`config.mk`:
```
export PLATFORM = sky130hd
export DESIGN_NAME = byte_word_packer
export DESIGN_NICKNAME = d
export VERILOG_FILES = /design/src/rtl/byte_pack_pkg.sv /design/src/rtl/pack_out_reg.sv /design/src/rtl/byte_word_packer.sv
export SDC_FILE = /design/constraint.sdc
export NUM_CORES = 1
export LEC_CHECK = 0
export CAP_MARGIN = 25
export CORE_MARGIN = 2
export CORE_UTILIZATION = 40
export DETAILED_ROUTE_END_ITERATION = 7
export DONT_BUFFER_PORTS = 1
export GPL_ROUTABILITY_DRIVEN = 0
export SLEW_MARGIN = 10
export SYNTH_ARGS = -nofsm -noshare
export SYNTH_HDL_FRONTEND = slang
export SYNTH_SLANG_ARGS = --single-unit
```
`constraint.sdc`:
```
create_clock -name clk -period 2.45 [get_ports clk]
set_clock_uncertainty 0.15 [all_clocks]
set_input_delay 0.49 -clock clk [delete_from_list [all_inputs] [get_ports clk]]
set_output_delay 0.49 -clock clk [all_outputs]
set_load 0.005 [all_outputs]
```
`src/rtl/byte_pack_pkg.sv`:
```
// rtl/byte_pack_pkg.sv - shared types and lane-mask helper for the byte-to-word packer
package byte_pack_pkg;

    localparam int BYTES_PER_WORD = 4;
    localparam int WORD_W         = 8 * BYTES_PER_WORD;

    typedef logic [1:0] lane_cnt_t;
    typedef logic [3:0] keep_t;

    // Mask covering lanes 0..c inclusive.
    function automatic keep_t keep_from_cnt(input lane_cnt_t c);
        keep_t k;
        case (c)
            2'd0:    k = 4'b0001;
            2'd1:    k = 4'b0011;
            2'd2:    k = 4'b0111;
            default: k = 4'b1111;
        endcase
        return k;
    endfunction

endpackage

```
`src/rtl/pack_out_reg.sv`:
```
// rtl/pack_out_reg.sv - registered word output stage with valid/ready hold
module pack_out_reg
    import byte_pack_pkg::*;
(
    input  logic              clk,
    input  logic              resetn,
    input  logic              load,
    input  logic [WORD_W-1:0] load_data,
    input  keep_t             load_keep,
    input  logic              load_last,
    input  logic              out_ready,
    output logic              out_valid,
    output logic [WORD_W-1:0] out_data,
    output keep_t             out_keep,
    output logic              out_last,
    output logic              free
);

    logic [WORD_W-1:0] lane_mask;

    assign free      = !out_valid || out_ready;
    assign lane_mask = {{8{load_keep[3]}}, {8{load_keep[2]}},
                        {8{load_keep[1]}}, {8{load_keep[0]}}};

    // Load may only arrive while free, so a stalled word is never overwritten.
    always_ff @(posedge clk or negedge resetn) begin
        if (!resetn) begin
            out_valid <= 1'b0;
            out_data  <= '0;
            out_keep  <= '0;
            out_last  <= 1'b0;
        end else if (load) begin
            out_valid <= 1'b1;
            out_data  <= load_data & lane_mask;
            out_keep  <= load_keep;
            out_last  <= load_last;
        end else if (out_ready) begin
            out_valid <= 1'b0;
        end
    end

endmodule

```
`src/rtl/byte_word_packer.sv`:
```
// rtl/byte_word_packer.sv - packs a byte stream into 32-bit little-endian words; PACKER_IDLE_FLUSH_EN enables idle flush
module byte_word_packer
    import byte_pack_pkg::*;
#(
    parameter int IDLE_CYCLES = 16
) (
    input  logic              clk,
    input  logic              resetn,
    input  logic              in_valid,
    output logic              in_ready,
    input  logic [7:0]        in_data,
    input  logic              in_last,
    output logic              out_valid,
    input  logic              out_ready,
    output logic [WORD_W-1:0] out_data,
    output keep_t             out_keep,
    output logic              out_last
);

    if (IDLE_CYCLES < 1 || IDLE_CYCLES > 255) begin : g_bad_idle_cycles
        $error("IDLE_CYCLES must be in 1..255");
    end

    logic [23:0]       acc;
    lane_cnt_t         cnt;
    logic              free;
    logic              accept;
    logic              complete;
    logic              flush;
    logic              load;
    logic [WORD_W-1:0] word;
    logic [WORD_W-1:0] load_data;
    keep_t             load_keep;
    logic              load_last;

    assign in_ready = free;
    assign accept   = in_valid && free;
    assign complete = accept && (cnt == 2'd3 || in_last);
    assign load     = complete || flush;

    always_comb begin
        word = {8'h00, acc};
        case (cnt)
            2'd0:    word[7:0]   = in_data;
            2'd1:    word[15:8]  = in_data;
            2'd2:    word[23:16] = in_data;
            default: word[31:24] = in_data;
        endcase
    end

    // A completing byte wins; otherwise the load is an idle flush of the held lanes.
    always_comb begin
        load_data = word;
        load_keep = keep_from_cnt(cnt);
        load_last = in_last;
        if (!complete) begin
            load_data = {8'h00, acc};
            load_keep = keep_from_cnt(cnt - 2'd1);
            load_last = 1'b0;
        end
    end

    always_ff @(posedge clk or negedge resetn) begin
        if (!resetn) begin
            acc <= '0;
            cnt <= '0;
        end else if (accept) begin
            if (complete) begin
                acc <= '0;
                cnt <= '0;
            end else begin
                acc <= word[23:0];
                cnt <= cnt + 2'd1;
            end
        end else if (flush) begin
            acc <= '0;
            cnt <= '0;
        end
    end

`ifdef PACKER_IDLE_FLUSH_EN
    localparam logic [7:0] IDLE_LIMIT = 8'(IDLE_CYCLES);

    logic [7:0] idle_cnt;
    logic       idle_hit;

    assign idle_hit = (idle_cnt == IDLE_LIMIT);
    assign flush    = idle_hit && free && !accept && (cnt != 2'd0);

    // Saturates at the limit so a flush blocked by backpressure stays armed.
    always_ff @(posedge clk or negedge resetn) begin
        if (!resetn) begin
            idle_cnt <= '0;
        end else if (accept || cnt == 2'd0 || flush) begin
            idle_cnt <= '0;
        end else if (!idle_hit) begin
            idle_cnt <= idle_cnt + 8'd1;
        end
    end
`else
    assign flush = 1'b0;
`endif

    pack_out_reg u_out_reg (
        .clk       (clk),
        .resetn    (resetn),
        .load      (load),
        .load_data (load_data),
        .load_keep (load_keep),
        .load_last (load_last),
        .out_ready (out_ready),
        .out_valid (out_valid),
        .out_data  (out_data),
        .out_keep  (out_keep),
        .out_last  (out_last),
        .free      (free)
    );

endmodule

```
---- Word level (Yosys, flattened, before mapping) ----
Index checks and enable logic that the tools add are counted.
operators by class
  reductions and logical operators ........ 9
  muxes and demuxes ....................... 12
  add/subtract/negate cells ............... 2
  equal/unequal tests ..................... 5
  bitwise gates (word level) .............. 1
operators with widths
  operator                                                            count
  32-bit bitwise AND                                                  1
  32-bit two-way mux                                                  1
  8-bit two-way mux                                                   4
  24-bit two-way mux                                                  1
  4-bit case mux with 3 select lines                                  2
  2-bit == test, second input constant                                3
  2-bit by 1-bit == test with 1-bit output, second input constant     2
  2-bit zero test                                                     2
  4-bit two-way mux                                                   1
  3-bit OR reduction                                                  1
  2-bit by 1-bit adder with 2-bit output, second input constant       1
  1-bit logical AND                                                   2
  1-bit logical OR                                                    2
  1-bit two-way mux                                                   2
  2-bit two-way mux                                                   1
  2-bit nonzero test                                                  1
  2-bit by 1-bit subtractor with 2-bit output, second input constant  1
  1-bit zero test                                                     1
word-level totals
  bits in registers ....................... 64
  bits of input ports ..................... 13

---- Depth between registers and ports, before layout ----
Gate-level depths: netlist (run 1).
  depth in word-level cells ............... 6
  gate-level depth with buffers ........... 6
  mapped depth without buffers ............ 5

---- Cells and area by module ----
Synthesis (run 1) repeated with hierarchy kept, for this count alone.
unflattened totals
  cell total of the unflattened synthesis .. 275
  area, all modules ....................... 3195.6 µm²
modules (own cells, without submodules)
  module            cells an instance  times used  area an instance (µm²)  seq. area each (µm²)
  byte_word_packer  122                1           1652.8                  650.6
  pack_out_reg      153                1           1542.7                  950.9

---- Worst setup path before layout (run 1) ----
OpenSTA, ideal clock, no wires.
  path kind ............................... register to register
  start point ............................. register cnt[0]
  end point ............................... register u_out_reg.out_data[7]
  buffers on the path ..................... 2
  arrival ................................. 1576 ps
  stages on the path, launching flop included .. 7
  path slack .............................. 600 ps
  cell sequence ........................... dfrtp_1 > inv_1 > ha_1 > buf_6 > buf_2 > mux2_2 > mux2_2
between the ends
  longest elaborated chain between the ends .. 5
  elaborated cells between the ends (all ways) .. 8
RTL lines
  element                                                  RTL line                text
  start, declared                                          byte_word_packer.sv:25  lane_cnt_t cnt;
  start signal, assigned                                   byte_word_packer.sv:73  cnt <= cnt + 2'd1;
  2-bit == test                                            byte_word_packer.sv:38  assign complete = accept && (cnt == 2'd3 || in_last);
  1-bit logical OR                                         byte_word_packer.sv:38
  1-bit logical AND                                        byte_word_packer.sv:38
  32-bit two-way mux or 4-bit two-way mux (tied branches)  byte_word_packer.sv:56  if (!complete) begin
  32-bit bitwise AND                                       pack_out_reg.sv:34      out_data <= load_data & lane_mask;
  end signal, assigned                                     pack_out_reg.sv:34
  end, declared                                            pack_out_reg.sv:13      output logic [WORD_W-1:0] out_data,
Several ways; a longest one is shown, not always the timed one.
A chain may end at the register's enable or synchronous reset.

---- Worst setup path after layout (run 1) ----
  start point ............................. register cnt[0]
  end point ............................... register u_out_reg.out_data[0]
Same word-level chain as after synthesis.

==> results of run 1 <==
-- area by class of cell --
class	count	area [µm²]
Fill cell	648	3700
Clock inverter	3	40.0
Multi-Input combinational cell	122	1140
Clock buffer	12	165
Sequential cell	64	1600
Timing Repair Buffer	7	87.6
Tap cell	96	120
Inverter	4	15.0
-- worst max-delay path: cells and delay by family (launching register included) --
family	cells	cell delay, ns
buffers and inverters	1	0.15
adders and majority gates	1	0.51
DFF	1	0.42
muxes	2	0.65
-- through the flow --
stage / total power [W] / util (%)
after global placement: 0.00196 / 42.6
final: 0.00291 / 46.2
after CTS: 0.00295 / 46.2
after floorplan: 0.00185 / -
after global routing: 0.00309 / 46.2
after detailed placement: 0.00197 / 42.6
-- cell usage in the layout, fill, tap and decap left out --
cell type	n
a21o_1	1
a21oi_1	2
a22o_1	28
a32o_1	9
a41o_1	1
and3_1	1
and4_1	3
buf_12	1
buf_16	1
buf_4	4
bufinv_16	1
clkbuf_8	12
clkinv_2	2
dfrtp_1	64
dlygate4sd3_1	1
ha_1	6
inv_1	4
mux2_2	26
mux2_4	7
mux2i_1	14
nand2_1	1
nand2b_1	2
nand3_2	1
nor2_1	14
nor2b_1	1
o211ai_1	2
o211ai_2	2
or2_4	1
-- worst min path at each step --
stage	start	to	slack [ns]
final	in_data[4]	u_out_reg.out_data[28]	0.13
after global routing	in_data[5]	u_out_reg.out_data[29]	0.10
after CTS	in_data[6]	u_out_reg.out_data[30]	0.11
after detailed placement	resetn	u_out_reg.out_data[26]	0.05
after global placement	resetn	u_out_reg.out_keep[2]	0.05
after floorplan	resetn	acc[0]	0.04
-- power by group --
part | total (W) | switching (W) | internal [W]
clock network | 0.000939 | 0.000395 | 0.000544
logic | 0.000576 | 0.000269 | 0.000307
registers | 0.00139 | 0.000138 | 0.00126
-- routing by layer --
layer / wire length (µm) / global-route usage (%)
met1: 2770 / 22.8
met2: 2570 / 23.8
met3: 418 / 7.65
met4: 82 / 6.61
met5: 0 / 0
-- repair_timing --
item	in CTS	in global routing
hold buffers	2	0
setup endpoints to repair	0	0
hold endpoints to repair	64	0
-- registers in the layout (all words and copies together), names as in the netlist --
register and flops:
acc 24, cnt 2, u_out_reg.out_data 32, u_out_reg.out_keep 4, u_out_reg.out_last 1, u_out_reg.out_valid 1
-- logic make-up (layout without fill, tap and decap cells) --
| group | count (synthesis) | count (layout) |
|---|---|---|
| AOI/OAI and AO/OA | 45 | 45 |
| muxes | 47 | 47 |
| and+or+nand+nor | 24 | 24 |
| adders and majority gates | 6 | 6 |
| DFF | 64 | 64 |
| buffers and inverters | 19 | 26 |
==> qor.txt, run 1 <==
crit path max fanout: 12
fin crit period: 2.01 ns
Synth Area in Adders: 2.63%
level count of the clock H-tree: 3
port buffer count: 0
CP Launch Type: flop
ys flop type: dfrtp_1
DR pass1 iterations: 3
post-route cell area: 3170 µm²
XOR/XNOR Fraction of Synth Area: 0%
WHS: 0.127 ns
Pwr Density: 917 nW/µm²
Distinct cells, synth: 25
Final Cycle Share: 81.9%
Layout area overhead: 11.0%
Die Height: 88.5 µm
final hold vios: 0
clock latency on the worst-skew pair: 0.34 ns
Critical Path Max Stage Delay: 0.51 ns
TritonCTS clock tree: done
synthesis-stage register bit count: 64
CTS Sinks: 64
Routed Wire Length: 5850 µm
reg-to-reg slack, setup: 0.44 ns
hold path cells: 1
post-placement cell count: 291
origin of the worst setup path: cnt[0]
Worst-Margin Slew: 0.526 ns
reg-to-reg startpoint: cnt[0]
crit path max-delay cell type: ha_1
Synth top cells by count: dfrtp_1 (64), a22o_1 (28), mux2_2 (26)
WS Path Type: reg2reg
core area: 6870 µm²
Row Count: 30
setup bufs post-CTS: 0
max frequency: 0.499 GHz
total grt overflow: 0
first-pass GRT wire length: 9580 µm
CTS Buffer Depth: 2
Netlist Area Pre-Place: 2860 µm²
cell chain of the critical path: inv_1, ha_1, mux2_2, mux2_2
multiplexer area fraction after synthesis: 18.8%
residual DRC count: 0
placed cell area: 2930 µm²
clock slew seen by the registers of the worst setup and hold paths: 0.07 ns
post-route worst setup slack: 0.444 ns
TNS Setup: 0 ns
Max VDD drop: 0.567 mV
most used cell, CP: mux2_2
CP endpoint: u_out_reg.out_data[0]
Worst EP arrival: 2.08 ns
reg2reg path depth: 4
Initial Util: 41.6%
Root Driver: clkbuf_8
CP endpoint kind: flop
Tot GR Track Use: 16.9%
layout cells sized above 1: 27.4%
antenna cells: 0
initial antenna violation count: 0
post-CTS sizing: 0
Max Slew Vio Count: 0
run status: completed
top-area cell type share of the netlist area: 56.1%
EDFF count, synth: 0
main combinational cell family by area after synthesis: multiplexers
ANT nets after route: 0
Non-Filler Instances: 308
Synth Area in Simple Gates: 4.42%
post-synthesis compound-gate area fraction: 14.1%
Via density: 5.43
HP Class: in2reg
Setup violations, final: 0
DR iter-0 viols: 68
number of global-route vias before repair: 1708
Ports: 52
die footprint: 7830 µm²
Mapped Cells: 205
nets@finish: 227
ranking of synthesized cells by area: dfrtp_1 (56%), mux2_2 (10%), a22o_1 (8.6%)
Worst R2R End: u_out_reg.out_data[0]
largest net degree at the start of global routing: 65
most frequent cell after synthesis: dfrtp_1
Yosys warnings: 0
syn nets: 224
Worst Path Required: 2.53 ns
syn_area_per_cell: 13.9 µm²
die width: 88.5 µm
hpwl dp: 3710 µm
cell accounting for the most synthesized area: dfrtp_1
Synth async-reset ratio: 100%
via count of the routed design: 1672
normalized max-slew margin: 64.9%
Placement Setup Slack: 0.423 ns
Routed wire per std cell: 19.0 µm
RSZ-0062 raised after global routing: false
leakage: 1.51 nW
max-cap violation count: 0
register area share after synthesis: 56.1%
CTS buffer count: 9
(Power assumes the default switching activity.)
==> inputs of run 2 (changes only) <==
clock period = 1.63 ns   (was 2.45 ns; I/O delays follow)
==> run 2 against run 1 <==
  * The flow now finishes with violations (hold timing, setup timing)
  * Design area is 12% higher
  * Sequential share of layout area is 5.4 points lower
  * Global-route usage is 2.6 points higher
  * Sequential cell count stayed put
  * Combinational power is 100% higher
  * Clock power is 42% higher
  * Cell count is 11% higher
  * Non-clock buffer count is 33 higher
  * Worst setup slack worse by 0.57 ns
  * Sequential power is 51% higher
  * Maximum frequency is 15% higher
  * Largest power group unchanged
==> qor.txt, run 2 (synthesized netlist as in run 1, its figures left out) <==
die width: 88.5 µm
CTS Sinks: 64
Die Height: 88.5 µm
Crit path max-delay family: flip-flops
layout cells sized above 1: 37.6%
final hold vios: 64
largest registers: u_out_reg.out_data (32), acc (24), u_out_reg.out_keep (4)
placed cell area: 3130 µm²
Critical Path Max Stage Delay: 0.42 ns
RSZ-0062 raised after global routing: true
Switching Power: 0.00128 W
sw frac: 27.9%
WS Path Type: reg2reg
via count of the routed design: 1842
Placement Setup Slack: -0.130 ns
TNS Setup: -2.88 ns
max frequency: 0.571 GHz
commonest cells after routing, fill and taps aside: dfrtp_1 (64), a22o_1 (28), mux2_2 (19), buf_4 (19), mux2_4 (14)
die footprint: 7830 µm²
HP Class: in2async
Worst EP arrival: 1.82 ns
Clock Power Share: 29.0%
Max Slew Vio Count: 0
Layout area overhead: 24.4%
largest net degree at the start of global routing: 65
residual DRC count: 0
crit path max fanout: 15
fillcell total: 577
Max VDD drop: 0.525 mV
Routed wire per std cell: 20.4 µm
leakage: 1.69 nW
initial antenna violation count: 0
post-route worst setup slack: -0.121 ns
antenna cells: 0
Largest register FFs: 32
port buffer count: 0
WHS: -0.473 ns
hpwl dp: 4180 µm
cell chain of the critical path: ha_2, or2_4, nand3_4, buf_12, mux2_2
Tot GR Track Use: 19.5%
Initial Util: 41.6%
TritonCTS clock tree: done
Worst-Margin Slew: 0.351 ns
clock slew seen by the registers of the worst setup and hold paths: 0.07 ns
failing checks: hold timing, setup timing
total grt overflow: 0
CTS buffer count: 9
post-route cell area: 3550 µm²
Setup violations, final: 54
DR pass1 iterations: 4
Via density: 5.40
run status: finished with violations
Non-Filler Instances: 341
Seq pwr share: 45.9%
Int Pwr: 0.00330 W
nets@finish: 260
fin crit period: 1.75 ns
post-placement cell count: 312
clock latency on the worst-skew pair: 0.34 ns
Worst Path Required: 1.70 ns
CP Launch Type: flop
Ports: 52
Root Driver: clkbuf_8
normalized max-slew margin: 76.6%
Routed Wire Length: 6960 µm
level count of the clock H-tree: 3
first-pass GRT wire length: 10900 µm
DR iter-0 viols: 101
Largest Register: u_out_reg.out_data
number of global-route vias before repair: 1902
core area: 6870 µm²
Logic pwr share: 25.1%
Pwr Density: 1290 nW/µm²
CTS Buffer Depth: 2
most common cell after layout, fill and taps aside: dfrtp_1
crit path max-delay cell type: dfrtp_1
max-cap violation count: 0
crit path buf inv count: 1
CP endpoint kind: flop
ANT nets after route: 0
Final Cycle Share: 107%
Row Count: 30
run 2: changes by cell type in the layout (fill, tap and decap cells not counted), moves of 2 or more:
cell | previous run | this run
inv_2 | 0 | 2
mux2_4 | 7 | 14
ha_4 | 0 | 2
dlygate4sd3_1 | 1 | 11
ha_2 | 0 | 3
buf_4 | 4 | 19
clkbuf_8 | 12 | 10
ha_1 | 6 | 1
mux2_2 | 26 | 19
buf_12 | 1 | 4
buf_6 | 0 | 6
inv_1 | 4 | 2
run 2: worst paths after layout:
path                               start                     end  slack [ns]  cells after the start
worst max-delay path              cnt[1]   u_out_reg.out_data[0]       -0.12                      5
worst min-delay path              resetn  u_out_reg.out_data[30]       -0.47                      0
worst max register to register    cnt[1]   u_out_reg.out_data[0]       -0.12                      5
worst min register to register   acc[17]                 acc[17]        0.34                      1
max in group asynchronous         resetn  u_out_reg.out_data[14]        1.67                      0
min in group clk                in_valid                  cnt[0]        0.07                      2
run 2: final cells by class:
cell class / instances / area [µm²] / area share, %
clock buffers: 11 / 141 / 3.98
clock inverters: 4 / 45.0 / 1.27
inverters: 4 / 15.0 / 0.423
multi-input cells: 122 / 1230 / 34.6
flip-flops and latches: 64 / 1600 / 45.1
well taps: 96 / 120 / 3.38
repair buffers: 40 / 400 / 11.3
run 2: power groups by stage:
stage	registers, W	clock network, W	logic, W
finish	0.00210	0.00133	0.00115
global route	0.00215	0.00145	0.00125
CTS	0.00211	0.00136	0.00110
detailed placement	0.00214	0	0.00100
global placement	0.00213	0	0.000980
floorplan	0.00207	0	0.000731
run 2: routing by layer:
metal | vias up | part of all wire [%] | global-route usage [%]
met2 | 69 | 47 | 28.9
met3 | 7 | 8.6 | 6.81
met5 | - | 0 | 0
li1 | 837 | - | -
met1 | 929 | 44 | 27.0
met4 | 0 | 0.79 | 5.65
run 2: metrics by stage:
stage / utilization, % / total power (W)
6_report: 51.7 / 0.00458
3_3_place_gp: 45.5 / 0.00311
3_5_place_dp: 45.5 / 0.00314
2_1_floorplan: - / 0.00280
5_1_grt: 51.7 / 0.00485
4_1_cts: 50.8 / 0.00457
run 2: repair_timing:
action	in CTS	in global routing
hold endpoints to repair	97	69
setup endpoints to repair	57	63
pin swaps	2	4
buffers inserted	3	0
hold buffers	9	2
resized for setup	17	12
==> inputs of run 3 (changes only) <==
GPL_TIMING_DRIVEN = 0   (was default)
==> run 3 against run 2 <==
  * Sequential power is essentially flat
  * Die area unchanged
  * Wire length up 11%
  * Cell count grew 2.6%
  * The run still ends with hold timing, setup timing left
  * Design area rose by 7.2%
  * Worst hold slack got worse by 0.00097 ns
  * Critical path depth is 1 higher
  * Power is 13% higher
==> qor.txt, run 3 (synthesized netlist as in run 1, its figures left out) <==
run status: finished with violations
failing checks: hold timing, setup timing
post-layout util: 55.5%
Final Cycle Share: 110%
Worst-Margin Slew: 0.343 ns
WHS: -0.474 ns
reg-to-reg slack, setup: -0.17 ns
RSZ-0062 raised after global routing: true
die footprint: 7830 µm²
Switching Power: 0.00140 W
Clock Power Share: 31.8%
TritonCTS clock tree: done
total grt overflow: 0
clock latency on the worst-skew pair: 0.34 ns
fin crit period: 1.80 ns
CTS Sinks: 64
commonest cells after routing, fill and taps aside: dfrtp_1 (64), a22o_1 (28), mux2_4 (21), buf_4 (19)
level count of the clock H-tree: 3
Worst EP arrival: 1.87 ns
sw frac: 27.1%
Routed wire per std cell: 22.0 µm
Seq pwr share: 40.8%
routed wl met2: 3550 µm
Pwr Total: 0.00515 W
Initial Util: 41.6%
crit path max fanout: 6
hpwl dp: 3920 µm
leakage: 1.83 nW
number of global-route vias before repair: 2002
Logic pwr share: 27.4%
ANT nets after route: 0
Max Slew Vio Count: 0
nets@finish: 268
via count of the routed design: 1927
antenna cells: 0
Root Driver: clkbuf_8
die width: 88.5 µm
Largest register FFs: 32
Via density: 5.51
first-pass GRT wire length: 11400 µm
CP Launch Type: flop
Ports: 52
core area: 6870 µm²
Hold-fix buffers, CTS: 9
post-route worst setup slack: -0.167 ns
normalized max-slew margin: 77.1%
max frequency: 0.557 GHz
origin of the worst setup path: cnt[1]
final hold vios: 64
Met3 Routed Length: 665 µm
WS Path Type: reg2reg
CP endpoint kind: flop
Row Count: 30
Die Height: 88.5 µm
CTS Buffer Depth: 2
layout cells sized above 1: 40.6%
largest net degree at the start of global routing: 65
reg2reg path depth: 6
HP Class: in2async
Placement Setup Slack: -0.298 ns
Top Metal Used: met4
Metal-1 WL: 3330 µm
max-cap violation count: 0
Pwr Density: 1350 nW/µm²
Max VDD drop: 0.499 mV
Routed Wire Length: 7700 µm
DR iter-0 viols: 124
Int Pwr: 0.00376 W
clock slew seen by the registers of the worst setup and hold paths: 0.07 ns
reg-to-reg startpoint: cnt[1]
CTS buffer count: 9
port buffer count: 0
TNS Setup: -6.08 ns
Setup violations, final: 61
Worst R2R End: u_out_reg.out_data[21]
residual DRC count: 0
Layout area overhead: 33.4%
Tot GR Track Use: 20.4%
largest registers: u_out_reg.out_data (32), acc (24), u_out_reg.out_keep (4)
Worst Path Required: 1.71 ns
Largest Register: u_out_reg.out_data
DR pass1 iterations: 4
most common cell after layout, fill and taps aside: dfrtp_1
initial antenna violation count: 0
fillcell total: 569
## run 3: metal layers
metal  up-vias  track usage (%)
li1        849                -
met1       977             27.5
met5         -                0
met3        12             6.62
met2        89             31.3
met4         0             6.47
## run 3: power groups by stage
| stage | logic, W | clock network [W] | registers (W) |
|---|---|---|---|
| after floorplan | 0.000731 | 0 | 0.00207 |
| after global placement | 0.000853 | 0 | 0.00213 |
| after detailed placement | 0.000863 | 0 | 0.00213 |
| after CTS | 0.00125 | 0.00166 | 0.00211 |
| after global routing | 0.00153 | 0.00174 | 0.00214 |
| final | 0.00141 | 0.00164 | 0.00210 |
## run 3: final cells by class
cell class | count | area [µm²] | share of cell area [%]
Clock inverter | 6 | 108 | 2.82
Multi-Input combinational cell | 122 | 1280 | 33.7
Clock buffer | 10 | 128 | 3.35
Timing Repair Buffer | 38 | 424 | 11.1
Tap cell | 96 | 120 | 3.15
Sequential cell | 64 | 1600 | 42.0
Inverter | 4 | 15.0 | 0.394
Buffer | 10 | 131 | 3.45
## run 3: worst max path at each step
stage / to / slack [ns] / cells after the start
after global placement: u_out_reg.out_data[7] / -0.29 / 6
after CTS: u_out_reg.out_data[18] / -0.17 / 6
final: u_out_reg.out_data[21] / -0.17 / 6
after global routing: u_out_reg.out_data[17] / -0.19 / 6
after floorplan: u_out_reg.out_data[7] / -0.14 / 6
after detailed placement: u_out_reg.out_data[7] / -0.30 / 6
## run 3: through the flow
stage,std cells,instance area [µm²]
6_report,350,3810
5_1_grt,350,3810
4_1_cts,341,3660
3_5_place_dp,301,2990
3_3_place_gp,301,2990
2_1_floorplan,205,2870
## run 3: worst max-delay path: stages, from the launching register on
cell and delay [ns]:
dfrtp_1 0.41, ha_2 0.21, or2_4 0.26, nand3_4 0.09, buf_12 0.14, clkbuf_16 0.14, mux2_4 0.29
## run 3: repair_timing
action | CTS | global route
hold endpoints to repair | 97 | 64
pin swaps | 9 | 17
resized for setup | 45 | 14
cloned | 1 | 3
endpoints found under the setup margin | 63 | 63
setup buffers | 17 | 9
